**src/rtl/mux153_scan_sequencer.sv**
```systemverilog
// ============================================================================
// Module   : mux153_scan_sequencer
// Brief    : Scan controller for a 74x153 dual 4-to-1 mux. It steps the
//            select lines {b,a} through 0..3 and samples y1/y2 after a
//            settle delay. Each scan is published as two 4-bit words.
// Revision : 1.0 - initial release
// ============================================================================
`default_nettype none

module mux153_scan_sequencer #(
    parameter int SETTLE_CYCLES = 1
) (
    input  logic       clk,
    input  logic       rst,
    input  logic       start,
    input  logic       abort,
    input  logic       cont,
    output logic       a,
    output logic       b,
    output logic       enable1,
    output logic       enable2,
    input  logic       y1,
    input  logic       y2,
    output logic [3:0] word1,
    output logic [3:0] word2,
    output logic       busy,
    output logic       done
);

    localparam logic [3:0] c_SETTLE = 4'(SETTLE_CYCLES);
    localparam bit         c_SKIP   = (SETTLE_CYCLES == 0);

    typedef enum logic [1:0] {
        S_IDLE   = 2'd0,
        S_SETTLE = 2'd1,
        S_SAMPLE = 2'd2,
        S_DONE   = 2'd3
    } state_t;

    state_t     r_state;
    logic [1:0] r_sel;
    logic [3:0] r_cnt;
    logic [3:0] r_sh1;
    logic [3:0] r_sh2;
    logic [3:0] r_word1;
    logic [3:0] r_word2;
    logic       r_a;
    logic       r_b;
    logic       r_en_n;
    logic       r_busy;
    logic       r_done;

    // With zero settle time every select step is a single SAMPLE cycle.
    state_t w_step_state;
    assign w_step_state = c_SKIP ? S_SAMPLE : S_SETTLE;

    // Scan state machine; all outputs are registered alongside the state.
    always_ff @(posedge clk or posedge rst) begin
        if (rst) begin
            r_state <= S_IDLE;
            r_sel   <= 2'd0;
            r_cnt   <= 4'd0;
            r_sh1   <= 4'd0;
            r_sh2   <= 4'd0;
            r_word1 <= 4'd0;
            r_word2 <= 4'd0;
            r_a     <= 1'b0;
            r_b     <= 1'b0;
            r_en_n  <= 1'b1;
            r_busy  <= 1'b0;
            r_done  <= 1'b0;
        end else begin
            case (r_state)
                S_IDLE: begin
                    if (start && !abort) begin
                        r_state <= w_step_state;
                        r_sel   <= 2'd0;
                        r_cnt   <= c_SETTLE;
                        r_sh1   <= 4'd0;
                        r_sh2   <= 4'd0;
                        r_a     <= 1'b0;
                        r_b     <= 1'b0;
                        r_en_n  <= 1'b0;
                        r_busy  <= 1'b1;
                    end
                end

                S_SETTLE: begin
                    if (abort) begin
                        r_state <= S_IDLE;
                        r_a     <= 1'b0;
                        r_b     <= 1'b0;
                        r_en_n  <= 1'b1;
                        r_busy  <= 1'b0;
                    end else if (r_cnt <= 4'd1) begin
                        // Counter reaches zero on this edge.
                        r_state <= S_SAMPLE;
                        r_cnt   <= 4'd0;
                    end else begin
                        r_cnt <= r_cnt - 4'd1;
                    end
                end

                S_SAMPLE: begin
                    if (abort) begin
                        r_state <= S_IDLE;
                        r_a     <= 1'b0;
                        r_b     <= 1'b0;
                        r_en_n  <= 1'b1;
                        r_busy  <= 1'b0;
                    end else begin
                        r_sh1[r_sel] <= y1;
                        r_sh2[r_sel] <= y2;
                        if (r_sel != 2'd3) begin
                            r_sel      <= r_sel + 2'd1;
                            r_cnt      <= c_SETTLE;
                            r_state    <= w_step_state;
                            {r_b, r_a} <= r_sel + 2'd1;
                        end else begin
                            // Last sample goes straight into the published word
                            // so the words load on the edge entering DONE.
                            r_state <= S_DONE;
                            r_word1 <= {y1, r_sh1[2:0]};
                            r_word2 <= {y2, r_sh2[2:0]};
                            r_a     <= 1'b0;
                            r_b     <= 1'b0;
                            r_en_n  <= 1'b1;
                            r_busy  <= 1'b0;
                            r_done  <= 1'b1;
                        end
                    end
                end

                S_DONE: begin
                    r_done <= 1'b0;
                    if (cont && !abort) begin
                        r_state <= w_step_state;
                        r_sel   <= 2'd0;
                        r_cnt   <= c_SETTLE;
                        r_sh1   <= 4'd0;
                        r_sh2   <= 4'd0;
                        r_a     <= 1'b0;
                        r_b     <= 1'b0;
                        r_en_n  <= 1'b0;
                        r_busy  <= 1'b1;
                    end else begin
                        r_state <= S_IDLE;
                    end
                end

                default: begin
                    r_state <= S_IDLE;
                end
            endcase
        end
    end

    assign a       = r_a;
    assign b       = r_b;
    assign enable1 = r_en_n;
    assign enable2 = r_en_n;
    assign word1   = r_word1;
    assign word2   = r_word2;
    assign busy    = r_busy;
    assign done    = r_done;

endmodule

`default_nettype wire

```
**config.mk**
```make
export PLATFORM = sky130hd
export DESIGN_NAME = mux153_scan_sequencer
export DESIGN_NICKNAME = d
export VERILOG_FILES = /design/src/rtl/mux153_scan_sequencer.sv
export SDC_FILE = /design/constraint.sdc
export NUM_CORES = 1
export LEC_CHECK = 0
export CORE_UTILIZATION = 57
export DETAILED_ROUTE_END_ITERATION = 6
export HOLD_SLACK_MARGIN = 0.03
export PLACE_DENSITY = 0.83
export REMOVE_ABC_BUFFERS = 1
export SLEW_MARGIN = 10
export SYNTH_ARGS = -nofsm -noshare
export SYNTH_HDL_FRONTEND = slang
export SYNTH_SLANG_ARGS = --single-unit
```
**constraint.sdc**
```tcl
create_clock -name clk -period 4.3 [get_ports clk]
set_clock_uncertainty 0.15 [all_clocks]
set_input_delay 0.43 -clock clk [delete_from_list [all_inputs] [get_ports clk]]
set_output_delay 0.43 -clock clk [all_outputs]
set_load 0.02 [all_outputs]
```
==> impl_metrics.py, run 1 <==
metrics = {
    "status": {
        "outcome": "completed",
    },
    "synthesis": {
        "synth_top_area_share": 0.440,
        "yosysMostFrequentCell": "dfrtp_1",
        "synth.avg_cell_area_um2": 10.8,
        "netlist-cell-type-count": 34,
        "synth_edf_count": 0,
        "ys_warn_count": 0,
        "syn_inst": 137,
        "synth_top_flop_cell": "dfrtp_1",
        "synth_common_cells": "26 x dfrtp_1, 12 x inv_1, 12 x o21ai_0, 10 x ha_1",
        "ys_seq_elements": 27,
        "yosysSeqAreaShare": 0.458,
        "netlist_area_um2": 1480,
        "synthTopCellsByArea": "dfrtp_1 44%, ha_1 8.5%, mux2_2 6.9%",
        "async_flop_share": 1.00,
        "yosys.area.top_type": "dfrtp_1",
    },
    "flow_run": {
        "drv_cap": 0,
    },
    "cts": {
        "hold_buffers": 0,
        "cts_tree": "done",
        "clk_path_buf_depth": 2,
        "clk_latency_ps": 330,
        "cts-resized-gates": 0,
        "root_buffer": "clkbuf_4",
        "clk_pin_slew_worst_paths_ps": 140,
        "cts_made_buffers": 3,
        "clkSinkCount": 27,
        "htree_levels": 1,
        "cts_setup_buffers": 0,
    },
    "global_routing": {
        "antenna_found_initial": 0,
        "grt_pass1_wl_um": 4690,
        "grt_max_degree": 28,
        "grt_usage": 0.237,
        "grt-ovfl-total": 0,
        "grt_pass1_vias": 1068,
    },
    "floorplan": {
        "io_pins": 21,
        "core_um2": 2450,
        "row_count": 18,
        "initial_utilization": 0.602,
        "dieArea_um2": 2800,
        "die_w_um": 52.9,
        "dieHeight_um": 52.9,
    },
    "detailed_routing": {
        "top_layer_used": "met4",
        "wl_per_cell_um": 15.8,
        "drc_errors": 0,
        "wl_met2_um": 1470,
        "viasPerCell": 6.09,
        "drt_iter0_markers": 28,
        "wl_um": 2940,
        "dr_wl_met3_um": 92,
        "ant_nets": 0,
        "routed-via-count": 1133,
        "m1WireLength_um": 1350,
        "dr.pass1.iters": 4,
    },
    "worst_hold_path": {
        "holdPathStages": 2,
        "hold_class": "register to register",
    },
    "setup_path": {
        "worstPathRequired_ps": 4430,
        "worst-r2r-cell-count": 6,
        "cp-end-kind": "register",
        "critical_path.max_fanout": 11,
        "worstPathArrival_ps": 2270,
        "critPathLaunchType": "register",
        "crit_type": "register to register",
        "reg2reg_setup_slack_ps": 2160,
    },
    "sta": {
        "rsz0062_at_grt": "false",
        "min_period_over_period": 0.498,
        "post-route-min-period_ps": 2140,
        "worst_pin_slew_ps": 1030,
        "setup_slack_ps": 2160,
        "setup_tns_ps": 0,
        "slew_viol_final": 0,
        "hold_viol": 0,
        "setup_viol": 0,
        "max_freq_mhz": 467,
        "maxSlewHeadroom": 0.311,
    },
    "placed_design": {
        "post-place-ws_ps": 1940,
        "place_area_um2": 1690,
        "routabilityCongestion": 0.811,
        "portBuffers": 20,
        "dpl.cell_count": 182,
        "dpl.hpwl_um": 2170,
    },
    "layout": {
        "fin_area_um2": 1710,
        "drive_above_1_share": 0.122,
        "antenna_cells": 0,
        "nets": 174,
        "fillers": 191,
        "synthToLayoutAreaGrowth_pct": 16.0,
        "fin_cells": 186,
    },
    "power": {
        "ir_drop_mv": 0.371,
        "powerDensity_nw_per_um2": 514,
        "p_leak_nw": 0.767,
    },
}
worst paths after layout:
| path | start | end |
|---|---|---|
| setup / recovery | r_state[1]$_DFFE_PP0P_ | r_cnt[3]$_DFFE_PP0P_ |
| hold / removal | word2[3]$_DFFE_PP0P_ | word2[3]$_DFFE_PP0P_ |
| setup reg to reg | r_state[1]$_DFFE_PP0P_ | r_cnt[3]$_DFFE_PP0P_ |
| hold reg to reg | word2[3]$_DFFE_PP0P_ | word2[3]$_DFFE_PP0P_ |
| max in group asynchronous | rst | r_sh1[0]$_DFFE_PP0P_ |
| min in group asynchronous | rst | word2[1]$_DFFE_PP0P_ |
cell usage in the layout (no fill, tap or decap), types with 2 or more instances in the layout:
master,n
a21oi_1,2
a21oi_2,2
a22o_1,6
a32o_1,5
clkbuf_4,3
clkdlybuf4s50_1,20
dfrtp_1,26
ha_1,10
inv_1,12
mux2_2,9
nand2_1,9
nand2b_1,3
nor2_1,4
nor2b_1,6
nor3_1,3
o21ai_0,12
o21bai_1,3
o31ai_1,2
o41ai_1,3
kinds of logic (layout without fill, tap and decap cells):
family | count (synthesis) | count (layout) | synth area share
buffers and inverters | 17 | 36 | 0.0491
adders and majority gates | 10 | 10 | 0.0847
DFF | 27 | 27 | 0.458
muxes | 10 | 10 | 0.0754
and+or+nand+nor | 32 | 32 | 0.123
AOI/OAI and AO/OA | 41 | 41 | 0.210
stage by stage:
stage               utilization  hold WS (ps)  power, mW
detailed placement        0.688           325      0.769
CTS                       0.698           357      0.882
global route              0.698           372      0.938
global placement          0.688           317      0.751
floorplan                     -           312      0.652
finish                    0.698           354      0.880
metal layers:
metal,global-route usage,vias to the layer above
li1,-,538
met1,0.288,562
met2,0.409,29
met3,0.0316,4
met4,0.114,0
met5,0,-
critical path: stages (launching register included):
cell	delay (ps)
dfrtp_1	450
inv_1	100
ha_1	410
nor2b_1	390
o311ai_1	250
nor2_1	180
a22o_1	150
flip-flops by register name, summed over array words and instances (netlist names):
register  cells
r_cnt         4
word1         4
word2         4
r_sh1         3
r_sh2         3
r_sel         2
r_state       2
a             1
b             1
busy          1
done          1
enable1       1
power breakdown:
part	switching, mW	leakage [nW]	internal [mW]
combinational	0.252	0.387	0.179
clock	0.0767	0.0150	0.0365
sequential	0.0396	0.365	0.297
total	0.368	0.767	0.512
cell type report:
class	count	area [um^2]	share of cell area
inverter	12	45.0	0.0263
sequential	27	677	0.395
multi-input combinational	93	728	0.425
clock buffer	4	26.3	0.0153
timing repair buffer	20	200	0.117
tap	30	37.5	0.0219
Note: power is estimated with default switching activity, not from simulation.
==> run 2: changes to the inputs <==
--- a/config.mk
+++ b/config.mk
@@ -5,10 +5,10 @@
 export SDC_FILE = /design/constraint.sdc
 export NUM_CORES = 1
 export LEC_CHECK = 0
-export CORE_UTILIZATION = 57
+export CORE_UTILIZATION = 48
 export DETAILED_ROUTE_END_ITERATION = 6
 export HOLD_SLACK_MARGIN = 0.03
-export PLACE_DENSITY = 0.83
+export PLACE_DENSITY = 0.74
 export REMOVE_ABC_BUFFERS = 1
 export SLEW_MARGIN = 10
 export SYNTH_ARGS = -nofsm -noshare
==> constraint.sdc (replaced) <==
create_clock -name clk -period 1.8 [get_ports clk]
set_clock_uncertainty 0.15 [all_clocks]
set_input_delay 0.18 -clock clk [delete_from_list [all_inputs] [get_ports clk]]
set_output_delay 0.18 -clock clk [all_outputs]
set_load 0.02 [all_outputs]
==> impl_metrics.py, run 2 (synthesis results as in run 1) <==
metrics = {
    "setup_path": {
        "cp-startpoint": "r_state[0]$_DFFE_PP0P_",
        "critPathLaunchType": "register",
        "max_stage_delay_ps": 440,
        "slowest_stage": "dfrtp_1",
        "critical_path.max_fanout": 4,
        "worstPathRequired_ps": 1890,
        "r2r_start": "r_state[0]$_DFFE_PP0P_",
        "crit_type": "register to register",
        "crit_chain": "ha_2 -> o21ai_4 -> buf_4 -> o2111ai_4 -> o21bai_1 -> a22o_1",
        "cp-end-kind": "register",
        "worstPathArrival_ps": 1870,
    },
    "placed_design": {
        "post-place-ws_ps": -57.8,
        "place_area_um2": 1810,
        "routabilityCongestion": 0.849,
        "portBuffers": 20,
        "dpl.hpwl_um": 2330,
    },
    "layout": {
        "final_common_cell": "dfrtp_1",
        "drive_above_1_share": 0.330,
        "fillers": 212,
        "fin_area_um2": 2000,
        "final_util": 0.706,
        "register_area_um2": 678,
        "nets": 197,
        "multi_input_area_um2": 836,
        "antenna_cells": 0,
        "mostFrequentLayoutCells": "25 x dfrtp_1, 23 x buf_4, 18 x clkdlybuf4s50_1",
        "synthToLayoutAreaGrowth_pct": 35.2,
    },
    "cts": {
        "root_buffer": "clkbuf_4",
        "clk_pin_slew_worst_paths_ps": 150,
        "cts_tree": "done",
        "htree_levels": 1,
        "clkSinkCount": 27,
        "hold_buffers": 0,
        "clk_path_buf_depth": 2,
        "clk_latency_ps": 330,
        "cts_made_buffers": 3,
    },
    "sta": {
        "rsz0062_at_grt": "true",
        "setup_viol": 0,
        "maxSlewHeadroom": 0.736,
        "setup_slack_ps": 19.3,
        "worst_pin_slew_ps": 395,
        "slew_viol_final": 0,
        "min_period_over_period": 0.989,
        "holdWs_ps": 41.3,
        "hold_viol": 0,
        "post-route-min-period_ps": 1780,
        "max_freq_mhz": 562,
    },
    "flow_run": {
        "drv_cap": 0,
    },
    "global_routing": {
        "grt-ovfl-total": 0,
        "grt_max_degree": 28,
        "antenna_found_initial": 0,
        "grt_usage": 0.219,
        "grt_pass1_wl_um": 5510,
        "grt_pass1_vias": 1252,
    },
    "floorplan": {
        "dieHeight_um": 57.5,
        "io_pins": 21,
        "dieArea_um2": 3300,
        "row_count": 19,
        "initial_utilization": 0.522,
        "core_um2": 2830,
        "die_w_um": 57.5,
    },
    "power": {
        "p_leak_nw": 0.891,
        "intPower_mw": 1.53,
        "power_mw": 2.58,
        "ir_drop_mv": 0.917,
        "clkPwrFrac": 0.106,
        "pwr-share-seq": 0.310,
        "combPwrFrac": 0.584,
        "power_switching_mw": 1.04,
        "switching_share": 0.405,
        "powerDensity_nw_per_um2": 1290,
    },
    "detailed_routing": {
        "viasPerCell": 5.83,
        "wl_per_cell_um": 15.8,
        "drt_iter0_markers": 30,
        "dr.pass1.iters": 6,
        "routed-via-count": 1225,
        "ant_nets": 0,
        "drc_errors": 2,
        "wl_um": 3310,
    },
    "status": {
        "outcome": "finished, violations left",
        "violations": "DRC",
    },
    "worst_hold_path": {
        "hold_class": "input port to async pin",
    },
}
==> run 2: changes by cell type in the layout (fill, tap and decap cells not counted), sizes merged <==
cell           before  now
buf                 0   23
clkdlybuf4s50      20   18
dlygate4sd2         0    2
clkbuf              4    3
clkinvlp            0    1
==> run 2: area by class of cell <==
cell class                      count  area share
Multi-Input combinational cell     93       0.418
Sequential cell                    27       0.339
Timing Repair Buffer               43       0.185
Inverter                           12      0.0225
Tap cell                           31      0.0194
Clock buffer                        3      0.0113
Clock inverter                      1     0.00376
==> run 2: repair_timing <==
item	in CTS	in global routing
resized for setup	11	16
pin swaps	4	4
hold endpoints to repair	0	0
endpoints found under the setup margin	12	14
setup buffers	4	3
==> run 2: worst paths after layout <==
path | to | slack [ps] | cells after the start
max in group asynchronous | enable1$_DFFE_PP1P_ | 1160 | 3
setup reg to reg | r_cnt[3]$_DFFE_PP0P_ | 20 | 6
min in group clk | r_sh2[2]$_DFFE_PP0P_ | 370 | 1
setup / recovery | r_cnt[3]$_DFFE_PP0P_ | 20 | 6
hold / removal | word1[0]$_DFFE_PP0P_ | 40 | 3
hold reg to reg | r_sh2[2]$_DFFE_PP0P_ | 370 | 1
==> run 2: power groups by stage <==
stage / logic (mW) / clock network, mW / registers (mW)
after floorplan: 0.715 / 0 / 0.842
after global placement: 1.14 / 0 / 0.801
after detailed placement: 1.18 / 0 / 0.807
after CTS: 1.30 / 0.289 / 0.793
after global routing: 1.65 / 0.310 / 0.807
final: 1.51 / 0.274 / 0.799
==> run 2: stage by stage <==
step | TNS [ps] | std cells
6_report | 0 | 210
5_1_grt | -140 | 210
4_1_cts | -37.6 | 207
3_5_place_dp | -279 | 199
3_3_place_gp | 0 | 199
2_1_floorplan | 0 | 132
==> run 2: worst max-delay path: cells and delay by family, from the launching register on <==
| kind | cells | cell delay [ps] |
|---|---|---|
| buffers and inverters | 1 | 150 |
| AO/OA/AOI/OAI | 4 | 700 |
| adder cells (fa/ha/maj) | 1 | 240 |
| flip-flops | 1 | 440 |
==> run 2: metal layers <==
metal,up-vias,global-route usage,part of all wire
met5,-,0,0
met4,0,0.0453,0.0051
met3,2,0.0612,0.040
met2,30,0.395,0.51
met1,612,0.258,0.44
li1,581,-,-
==> patch, RTL diff (config.mk and constraints of run 2) <==
Register the inputs `start`, `abort`, `cont`, `y1` and `y2` before use, with the module's reset. The logic sees them one clock later.
--- a/src/rtl/mux153_scan_sequencer.sv
+++ b/src/rtl/mux153_scan_sequencer.sv
@@ -37,6 +37,28 @@
         S_DONE   = 2'd3
     } state_t;
 
+    logic start_q;
+    logic abort_q;
+    logic cont_q;
+    logic y1_q;
+    logic y2_q;
+
+    always_ff @(posedge clk or posedge rst) begin
+        if (rst) begin
+            start_q <= '0;
+            abort_q <= '0;
+            cont_q  <= '0;
+            y1_q    <= '0;
+            y2_q    <= '0;
+        end else begin
+            start_q <= start;
+            abort_q <= abort;
+            cont_q  <= cont;
+            y1_q    <= y1;
+            y2_q    <= y2;
+        end
+    end
+
     state_t     r_state;
     logic [1:0] r_sel;
     logic [3:0] r_cnt;
@@ -72,7 +94,7 @@
         end else begin
             case (r_state)
                 S_IDLE: begin
-                    if (start && !abort) begin
+                    if (start_q && !abort_q) begin
                         r_state <= w_step_state;
                         r_sel   <= 2'd0;
                         r_cnt   <= c_SETTLE;
@@ -86,7 +108,7 @@
                 end
 
                 S_SETTLE: begin
-                    if (abort) begin
+                    if (abort_q) begin
                         r_state <= S_IDLE;
                         r_a     <= 1'b0;
                         r_b     <= 1'b0;
@@ -102,15 +124,15 @@
                 end
 
                 S_SAMPLE: begin
-                    if (abort) begin
+                    if (abort_q) begin
                         r_state <= S_IDLE;
                         r_a     <= 1'b0;
                         r_b     <= 1'b0;
                         r_en_n  <= 1'b1;
                         r_busy  <= 1'b0;
                     end else begin
-                        r_sh1[r_sel] <= y1;
-                        r_sh2[r_sel] <= y2;
+                        r_sh1[r_sel] <= y1_q;
+                        r_sh2[r_sel] <= y2_q;
                         if (r_sel != 2'd3) begin
                             r_sel      <= r_sel + 2'd1;
                             r_cnt      <= c_SETTLE;
@@ -120,8 +142,8 @@
                             // Last sample goes straight into the published word
                             // so the words load on the edge entering DONE.
                             r_state <= S_DONE;
-                            r_word1 <= {y1, r_sh1[2:0]};
-                            r_word2 <= {y2, r_sh2[2:0]};
+                            r_word1 <= {y1_q, r_sh1[2:0]};
+                            r_word2 <= {y2_q, r_sh2[2:0]};
                             r_a     <= 1'b0;
                             r_b     <= 1'b0;
                             r_en_n  <= 1'b1;
@@ -133,7 +155,7 @@
 
                 S_DONE: begin
                     r_done <= 1'b0;
-                    if (cont && !abort) begin
+                    if (cont_q && !abort_q) begin
                         r_state <= w_step_state;
                         r_sel   <= 2'd0;
                         r_cnt   <= c_SETTLE;
Formal check against the unedited RTL: not equivalent (a bounded check fails within 4 cycles, from zero or initial values and one cycle with rst high).
==> patch against run 2 <==
Critical endpoint is now r_sh1[2]$_DFFE_PP0P_; global-route usage is essentially flat; total power grew 14%; design area grew 7.3%; highest routed layer unchanged; worst setup slack lost 74 ps; largest cell class is now registers; routed wire length shrank 2.5%; largest power group unchanged; synthesized area grew 6.3%; critical path type unchanged; cell count grew 8.6%; sequential cell count grew 5; the flow finishes with violations (setup timing).
==> patch: results (changes against run 2) <==
stage,metric,value,unit,change
outcome,status,"complete, but fails checks",,unchanged
outcome,failing checks,setup timing,,was DRC
timing,setup slack after layout,-54.8,ps,was 19.3 ps
logic_synthesis,Post-synth top cells,"dfrtp_1 (31), inv_1 (16), o21ai_0 (12), ha_1 (10), mux2_2 (10)",,"was dfrtp_1 (26), inv_1 (12), o21ai_0 (12), ha_1 (10)"
finish,"non-filler cells, final",228,,was 210
timing,setup TNS,-366,ps,was 0 ps
timing,worst slew pin tran,429,ps,was 395 ps
worst_setup_path,reg-to-reg endpoint,r_sh1[2]$_DFFE_PP0P_,,was r_cnt[3]$_DFFE_PP0P_
timing,setup violators final,11,,was 0
worst_setup_path,CP max FO,5,,was 4
clock_network,"Clk pin slew, worst setup/hold paths",100,ps,was 150 ps
power,Max IR drop VDD,0.000814,V,was 0.000917 V
finish,share of cells above drive strength 1,31.5,%,was 33.0%
global_routing,Tot GR Track Use,21.9,%,about the same
placed_design,placed wire-length estimate,2220,um,was 2330 um
drt,1st-pass router iterations,4,,was 6
logic_synthesis,Synth area leaders,"dfrtp_1 (49%), ha_1 (8.0%), mux2_2 (7.2%), a22o_1 (3.9%), o21ai_0 (3.8%)",,"was dfrtp_1 (44%), ha_1 (8.5%), mux2_2 (6.9%), o21ai_0 (4.1%), a22o_1 (3.6%)"
worst_setup_path,crit path DAT,1930,ps,was 1870 ps
clock_network,TritonCTS buffer count,5,,was 3
clock_network,H-tree level count,2,,was 1
logic_synthesis,register area share after synthesis,51.1,%,was 45.8%
logic_synthesis,Syn Inst Count,140,,was 137
timing,Max Clk Rate,0.539,GHz,was 0.562 GHz
logic_synthesis,Netlist cell types,38,,was 34
worst_setup_path,reg2reg path depth,7,,was 6
power,static leakage,1.00,nW,was 0.891 nW
global_routing,vias in the first global route,1225,,was 1252
global_routing,first-pass GRT wire length,5450,um,was 5510 um
worst_setup_path,r2r startpoint,r_state[1]$_DFFE_PP0P_,,was r_state[0]$_DFFE_PP0P_
## patch: cell types whose count changed after synthesis, moves of 3 or more
cell,change
a21oi_1,+3
a32o_1,-5
dfrtp_1,+5
inv_1,+4
nor2b_1,-5
o21bai_1,-3
## patch: worst min path at each step
stage | startpoint | to | cells past startpoint | slack (ps)
3_3_place_gp | r_cnt[1]$_DFFE_PP0P_ | r_cnt[1]$_DFFE_PP0P_ | 2 | 310
2_1_floorplan | abort | abort_q$_DFF_PP0_ | 0 | 60
4_1_cts | rst | y1_q$_DFF_PP0_ | 3 | 70
6_report | rst | word2[3]$_DFFE_PP0P_ | 3 | 70
3_5_place_dp | r_cnt[1]$_DFFE_PP0P_ | r_cnt[1]$_DFFE_PP0P_ | 2 | 330
5_1_grt | rst | word2[3]$_DFFE_PP0P_ | 3 | 80
## patch: kinds of logic after synthesis
kind of cell               synth area share, %
AOI/OAI and AO/OA                         15.5
adders and majority gates                 7.97
and+or+nand+nor                           12.5
DFF                                       51.1
buffers and inverters                     5.18
muxes                                     7.81
## patch: tightest hold or removal path: cells and delay by family
kind                   cells  cell delay (ps)
buffers and inverters      3              800
## patch: layer usage
metal	routed length (um)	global-route usage [%]
met1	1390	25.9
met2	1590	35.3
met3	148	8.73
met4	91	9.18
met5	0	0
## patch: report_power, final
group / total (W) / leakage, nW / internal (W) / switching (W)
sequential: 0.000916 / 0.423 / 0.000823 / 0.0000927
clock: 0.000532 / 0.0422 / 0.000291 / 0.000241
combinational: 0.00150 / 0.539 / 0.000767 / 0.000733
## patch: cell type report
| class | count | area share, % |
|---|---|---|
| inverters | 16 | 2.80 |
| clock buffers | 6 | 1.93 |
| flip-flops and latches | 32 | 37.4 |
| repair buffers | 40 | 16.4 |
| well taps | 44 | 2.57 |
| multi-input cells | 88 | 37.2 |
| clock inverters | 2 | 1.63 |
## patch: per-stage QoR
step	power, W	instance area [um^2]
floorplan	0.00163	1550
global placement	0.00203	1920
detailed placement	0.00209	1920
CTS	0.00280	2080
global route	0.00315	2140
finish	0.00295	2140
## patch: timing repair
| item | CTS | global route |
|---|---|---|
| setup buffers | 4 | 1 |
| resized for setup | 14 | 14 |
| endpoints found under the setup margin | 24 | 17 |
| pin swaps | 3 | 12 |
